<file path="config.mk">
export PLATFORM = sky130hd
export DESIGN_NAME = playback_ctrl
export DESIGN_NICKNAME = d
export VERILOG_FILES = /design/src/rtl/playback_pkg.sv /design/src/rtl/playback_ctrl_gap_timer.sv /design/src/rtl/playback_ctrl.sv
export SDC_FILE = /design/constraint.sdc
export NUM_CORES = 1
export LEC_CHECK = 0
export BUFFER_PORTS_ARGS = -buffer_cell sky130_fd_sc_hd__buf_2
export CORE_AREA = 5 5 50 52
export CTS_CLUSTER_SIZE = 12
export DETAILED_ROUTE_END_ITERATION = 12
export DIE_AREA = 0 0 55 57
export SETUP_SLACK_MARGIN = 0.02
export SLEW_MARGIN = 10
export SYNTH_ARGS = -nofsm -noshare
export SYNTH_HDL_FRONTEND = slang
export SYNTH_SLANG_ARGS = --single-unit
</file>
<file path="constraint.sdc">
create_clock -name clk -period 4.8 [get_ports clk]
set_input_delay 1.2 -clock clk [delete_from_list [all_inputs] [get_ports clk]]
set_output_delay 1.2 -clock clk [all_outputs]
set_load 0.05 [all_outputs]
</file>
<file path="src/rtl/playback_pkg.sv">
// Shared definitions for the playback sequencer.
// Holds the FSM state encoding and the default sizing constants used by
// playback_ctrl and its gap timer.
package playback_pkg;

  localparam int STATE_W            = 2;
  localparam int DEF_NUM_SONGS      = 4;
  localparam int DEF_SONG_SEL_WIDTH = 2;
  localparam int DEF_GAP_CYCLES     = 16;
  localparam int DEF_GAP_WIDTH      = 8;

  typedef enum logic [STATE_W-1:0] {
    ST_PAUSED  = 2'd0,
    ST_PLAYING = 2'd1,
    ST_FLUSH   = 2'd2,
    ST_GAP     = 2'd3
  } pb_state_e;

endpackage

</file>
<file path="src/rtl/playback_ctrl_gap_timer.sv">
// gap_timer: loadable down-counter with asynchronous active-high reset.
// Ports:
//   clk, reset   - clock and async active-high reset
//   load         - load load_value into the counter (wins over enable)
//   load_value   - value loaded on load
//   enable       - decrement by one when not already zero
//   count        - current counter value
//   zero         - high when count == 0
// Generic enough to time the inter-note gap in the note player as well.
module gap_timer #(
  parameter int WIDTH = 8
) (
  input  logic             clk,
  input  logic             reset,
  input  logic             load,
  input  logic [WIDTH-1:0] load_value,
  input  logic             enable,
  output logic [WIDTH-1:0] count,
  output logic             zero
);

  logic [WIDTH-1:0] count_q;
  logic [WIDTH-1:0] count_d;

  always_comb begin
    count_d = count_q;
    if (load) begin
      count_d = load_value;
    end else if (enable && (count_q != '0)) begin
      count_d = count_q - WIDTH'(1);
    end
  end

  always_ff @(posedge clk or posedge reset) begin
    if (reset) begin
      count_q <= '0;
    end else begin
      count_q <= count_d;
    end
  end

  assign count = count_q;
  assign zero  = (count_q == '0);

endmodule

</file>
<file path="src/rtl/playback_ctrl.sv">
// playback_ctrl: top-level playback sequencer for the song_reader.
// Turns play/pause and next-song button pulses plus the reader's song_done
// pulse into a play level, a song select and a one-cycle reset_player flush,
// inserting a silent gap of GAP_CYCLES cycles before resuming playback.
// Ports:
//   clk, reset    - clock and async active-high reset
//   play_button   - one-cycle pulse, toggles play/pause
//   next_button   - one-cycle pulse, skip to next song
//   song_done     - one-cycle pulse from song_reader at end of song
//   play          - high only while playing
//   song          - current song select
//   reset_player  - one-cycle flush of song_reader and note player
//   gap_active    - high while in the inter-song gap
// Build option: define PLAYBACK_AUTO_ADVANCE_EN to make song_done advance to
// the next song and keep playing; undefined, song_done rewinds and pauses.
module playback_ctrl
  import playback_pkg::*;
#(
  parameter int NUM_SONGS      = DEF_NUM_SONGS,
  parameter int SONG_SEL_WIDTH = DEF_SONG_SEL_WIDTH,
  parameter int GAP_CYCLES     = DEF_GAP_CYCLES,
  parameter int GAP_WIDTH      = DEF_GAP_WIDTH
) (
  input  logic                      clk,
  input  logic                      reset,
  input  logic                      play_button,
  input  logic                      next_button,
  input  logic                      song_done,
  output logic                      play,
  output logic [SONG_SEL_WIDTH-1:0] song,
  output logic                      reset_player,
  output logic                      gap_active
);

  localparam logic [SONG_SEL_WIDTH-1:0] LAST_SONG = SONG_SEL_WIDTH'(NUM_SONGS - 1);
  // Counter runs GAP_CYCLES-1 .. 0, giving exactly GAP_CYCLES cycles in GAP.
  localparam logic [GAP_WIDTH-1:0] GAP_LOAD =
    (GAP_CYCLES > 0) ? GAP_WIDTH'(GAP_CYCLES - 1) : '0;

  pb_state_e                 state_q, state_d;
  logic [SONG_SEL_WIDTH-1:0] song_q, song_d;
  logic                      resume_q, resume_d;
  logic [SONG_SEL_WIDTH-1:0] song_next;
  logic                      tmr_load, tmr_en, tmr_zero;
  logic [GAP_WIDTH-1:0]      gap_count;
  logic                      gap_count_unused;

  // Wrap against NUM_SONGS-1 so non-power-of-two song counts work.
  assign song_next = (song_q == LAST_SONG) ? '0 : song_q + SONG_SEL_WIDTH'(1);

  gap_timer #(
    .WIDTH(GAP_WIDTH)
  ) u_gap (
    .clk       (clk),
    .reset     (reset),
    .load      (tmr_load),
    .load_value(GAP_LOAD),
    .enable    (tmr_en),
    .count     (gap_count),
    .zero      (tmr_zero)
  );

  // The raw count is only of interest for debug; the FSM uses zero.
  assign gap_count_unused = ^gap_count;

  always_comb begin
    state_d  = state_q;
    song_d   = song_q;
    resume_d = resume_q;
    tmr_load = 1'b0;
    tmr_en   = 1'b0;
    case (state_q)
      ST_PAUSED: begin
        if (next_button) begin
          state_d  = ST_FLUSH;
          song_d   = song_next;
          resume_d = 1'b0;
        end else if (play_button) begin
          state_d = ST_PLAYING;
        end
      end
      ST_PLAYING: begin
        if (next_button) begin
          // Also covers next_button with song_done: a single advance.
          state_d  = ST_FLUSH;
          song_d   = song_next;
          resume_d = 1'b1;
        end else if (song_done) begin
          state_d  = ST_FLUSH;
`ifdef PLAYBACK_AUTO_ADVANCE_EN
          song_d   = song_next;
          resume_d = 1'b1;
`else
          resume_d = 1'b0;
`endif
        end else if (play_button) begin
          state_d = ST_PAUSED;
        end
      end
      ST_FLUSH: begin
        if (!resume_q) begin
          state_d = ST_PAUSED;
        end else if (GAP_CYCLES == 0) begin
          state_d = ST_PLAYING;
        end else begin
          state_d  = ST_GAP;
          tmr_load = 1'b1;
        end
      end
      ST_GAP: begin
        if (next_button) begin
          state_d = ST_FLUSH;
          song_d  = song_next;
        end else if (play_button) begin
          state_d  = ST_PAUSED;
          resume_d = 1'b0;
        end else if (tmr_zero) begin
          state_d = ST_PLAYING;
        end else begin
          tmr_en = 1'b1;
        end
      end
      default: begin
        state_d = ST_PAUSED;
      end
    endcase
  end

  always_ff @(posedge clk or posedge reset) begin
    if (reset) begin
      state_q  <= ST_PAUSED;
      song_q   <= '0;
      resume_q <= 1'b0;
    end else begin
      state_q  <= state_d;
      song_q   <= song_d;
      resume_q <= resume_d;
    end
  end

  assign play         = (state_q == ST_PLAYING);
  assign reset_player = (state_q == ST_FLUSH);
  assign gap_active   = (state_q == ST_GAP);
  assign song         = song_q;

endmodule

</file>
Yosys cells after proc, flatten, opt, wreduce, memory -nomap -nowiden
Index checks and enable logic that the tools add are counted.
{"block": "op_classes", "mux": 25, "eq_ne": 11, "reduce_logical": 10, "n_addsub": 2}
{"operator": "2-bit two-way mux", "n": 10}
{"operator": "8-bit two-way mux", "n": 2}
{"operator": "1-bit two-way mux", "n": 11}
{"operator": "8-bit logical NOT", "n": 1}
{"operator": "2-bit one-hot mux with 4 select lines", "n": 1}
{"operator": "8-bit nonzero test", "n": 1}
{"operator": "8-bit by 1-bit subtractor with 8-bit output (second input constant)", "n": 1}
{"operator": "2-bit equality test (second input constant)", "n": 3}
{"operator": "2-bit != test (second input constant)", "n": 3}
{"operator": "3-bit != test (second input constant)", "n": 2}
{"operator": "5-bit AND reduction", "n": 1}
{"operator": "4-bit by 3-bit != test with 1-bit output (second input constant)", "n": 1}
{"operator": "4-bit != test (second input constant)", "n": 1}
{"operator": "1-bit one-hot mux with 3 select lines", "n": 1}
{"operator": "3-bit AND reduction", "n": 1}
{"operator": "3-bit nonzero test", "n": 1}
{"operator": "3-bit OR reduction", "n": 1}
{"operator": "2-bit by 1-bit adder with 2-bit output (second input constant)", "n": 1}
{"operator": "2-bit by 1-bit equality test with 1-bit output (second input constant)", "n": 1}
{"operator": "2-bit logical NOT", "n": 1}
{"operator": "2-bit AND reduction", "n": 1}
{"operator": "2-bit nonzero test", "n": 1}
{"operator": "1-bit logical AND", "n": 1}
{"block": "word_totals", "inputBits": 5, "ff_bits": 13, "elab_cells": 52}

Logic depth before layout (Yosys ltp)
{"block": "logic_depth", "word_depth": 8, "ltp_mapped": 6, "depth_no_buf": 6}

By module
A second synthesis with hierarchy kept.
{"block": "hier_totals", "cells_unflattened": 86, "area_unflattened_um2": 817.0}
{"mod": "gap_timer", "cells_each": 53, "area_each_um2": 495.5, "n_inst": 1, "seq_area_each_um2": 200.2}
{"mod": "playback_ctrl", "cells_each": 33, "area_each_um2": 321.6, "n_inst": 1, "seq_area_each_um2": 125.1}

Worst setup path after synthesis
OpenSTA, ideal clock, no wires.
{"block": "synth_timing", "path_type": "register -> output", "startpoint": "register state_q[0]", "endpoint": "output port reset_player", "slack_ps": 2338, "stages_incl_launch_ff": 3, "required_ps": 3600, "path_buffers": 1, "t_arrival_ps": 1262, "path_cell_list": "dfrtp_1 buf_2 nor2b_1"}
{"block": "synth_between", "elab_chain_cells": 1}
{"element": "start: declaration", "line": "playback_ctrl.sv:40", "source": "pb_state_e state_q, state_d;"}
{"element": "start signal: assignment", "line": "playback_ctrl.sv:135", "source": "state_q <= state_d;"}
{"element": "2-bit equality test", "line": "playback_ctrl.sv:142", "source": "assign reset_player = (state_q == ST_FLUSH);"}
{"element": "end: declaration", "line": "playback_ctrl.sv:31", "source": "output logic reset_player,"}
Every way passes these cells.

Final worst setup path
{"block": "layout_timing", "startpoint": "register state_q[1]", "endpoint": "output port reset_player"}
Same word-level chain as after synthesis.

==> summary.txt <==
Post-synth ARST share: 1.000
total setup buffers inserted after CTS: 0
Syn Area/Cell: 9.733 sq um
fin nets: 97
GR Overflow Total: 0
Hold Path End: u_gap.count[3]
reg2reg start: u_gap.count[0]
most frequent cells in the layout: dfrtp_1, nor2_1, buf_2, a21oi_1, nand2_1
Setup Crit Path Kind: reg -> out
Max Clk Rate: 402.0 MHz
Yosys reg bits: 13
Resize count post-CTS: 0
final WL: 1343 um
CTS tree: done
Critical Path Start Type: flip-flop
register area share after synthesis: 0.4341
Slew headroom: 0.6682
antenna violations before repair: 0
Hold Path Depth: 1
Slew @ Worst Pin: 485.2 ps
synth top area cells: dfrtp_1, ha_1, nor2_1
post-route cell area: 847.1 sq um
share of cells above drive strength 1: 0.1818
Hold Startpoint: u_gap.count[3]
CTS buffer count: 3
post-synth top area cell: dfrtp_1
area grow syn2layout: 13.02%
global-route usage over all layers: 0.1012
first-pass iteration count of the detailed router: 4
port bufs: 9
clock transition at the registers of the reported paths: 80 ps
CP Data Arrival Time: 1290 ps
std cell rows: 17
root buf cell: clkbuf_4
leakage: 0.3999 nW
remaining routing DRC violations: 0
r2r setup slk: 3050 ps
Clock Skew: 0.5723 ps
Synth Cell Area: 749.5 sq um
VDD IR-drop max: 0.2545 mV
worst skew pair latency: 270 ps
Pins Over Slew Limit: 0
minimum clock period: 2488 ps
utilization after layout: 0.4106
Final Instance Count excl. Fillers: 116
final setup vio count: 0
Synth top area share: 0.4341
clock sink count: 13
vias per cell: 5.052
worst-path maximum fanout: 9
Initial Utilization: 0.3633
die width: 55 um
R2R Path End: u_gap.count[0]
die area: 0.003135 sq mm
HP Class: reg -> reg
Final WS setup: 2312 ps
RSZ-0062 raised after global routing: no
Final ANT Viol Nets: 0
Main synth FF type: dfrtp_1
Die H: 57 um
worst setup path start: state_q[1]
Vias: 586
EDFF count, synth: 0
hold_buf cts: 0
Maximum Capacitance Violations: 0
H-tree levels: 1
pre-CTS setup slack: 2285 ps
Clock Path Buffers: 2
core area: 0.002063 sq mm
period utilisation layout: 0.5183
status: finished, final reports clean
first-pass GRT wire length: 2270 um
Cell Pwr Density: 534.9 mW/mm^2
setup_tns: 0 ps
# IOs: 10
Gate Count Post-Synth: 77
final hold violation count: 0
Critical Path Sink Type: output port
Inst Count DP: 112
DR iter-0 viols: 10
Mapped Nets: 85
largest net degree at the start of global routing: 14
Yosys warning count: 0
Worst EP required: 3600 ps
worst-case reg-to-reg path depth: 6
routability cong.: 0.7494
most common cell after layout, fill and taps aside: dfrtp_1
Post-DP HPWL: 1038 um
Synth cell types: 32
Area after DPL: 820.8 sq um
DR WL/cell: 11.58 um
ANT cells: 0
number of global-route vias before repair: 546
stage by stage:
step	total power, mW	hold WS [ps]
6_report	0.4531	526.1
5_1_grt	0.4921	575.6
4_1_cts	0.4590	528.3
3_5_place_dp	0.3907	513.1
3_3_place_gp	0.3874	512.3
2_1_floorplan	0.3463	479.1
synthesized netlist by cell type (2+ instances only):
master,instances
nor2_1,9
o21ai_0,2
ha_1,3
nand2_1,5
o31ai_1,3
and2b_1,2
inv_1,4
xnor2_1,2
or4b_1,2
a21oi_1,6
dfrtp_1,13
nand2b_1,3
mux2i_1,3
and2_1,2
cell type report:
type / count / area (sq um)
fillers: 209 / 1216
multi-input cells: 58 / 400.4
well taps: 28 / 35.03
inverters: 4 / 15.01
clock buffers: 4 / 26.28
flip-flops and latches: 13 / 325.3
repair buffers: 9 / 45.04
critical path, cell delays in order (launching register included):
cell	delay [ps]
dfrtp_1	470
nor2b_1	240
buf_2	300
state kept, by name, summed over array words and instances (netlist names):
name / cells
u_gap.count: 8
song: 2
state_q: 2
resume_q: 1
layer usage:
layer / up-vias / part of all wire / global-route usage
li1: 297 / - / -
met1: 277 / 0.51 / 0.1443
met2: 8 / 0.44 / 0.1351
met3: 4 / 0.031 / 0.03133
met4: 0 / 0.016 / 0.05208
met5: - / 0 / 0
how the worst max path moves through the flow:
stage          cells past startpoint  slack (ps)        endpoint
2_1_floorplan                      2        2340    reset_player
3_3_place_gp                       5        2320  u_gap.count[7]
3_5_place_dp                       5        2280  u_gap.count[7]
4_1_cts                            2        2310    reset_player
5_1_grt                            2        2190    reset_player
6_report                           2        2310    reset_player
logic make-up (layout without fill, tap and decap cells):
group                      Yosys count  after routing  share of synthesized area
and+or+nand+nor                     34             34                     0.2838
AOI/OAI and AO/OA                   15             15                     0.1219
DFF                                 13             13                     0.4341
buffers and inverters                6             17                    0.03170
muxes                                4              4                    0.05509
adders and majority gates            3              3                    0.05009
xor gates and xnor gates             2              2                    0.02338
report_power, final:
group | switching [mW] | total, mW | internal [mW]
sequential | 0.0443 | 0.189 | 0.144
clock | 0.0349 | 0.0671 | 0.0322
combinational | 0.129 | 0.197 | 0.0686
total | 0.208 | 0.453 | 0.245
Note: power is estimated with default switching activity, not from simulation.
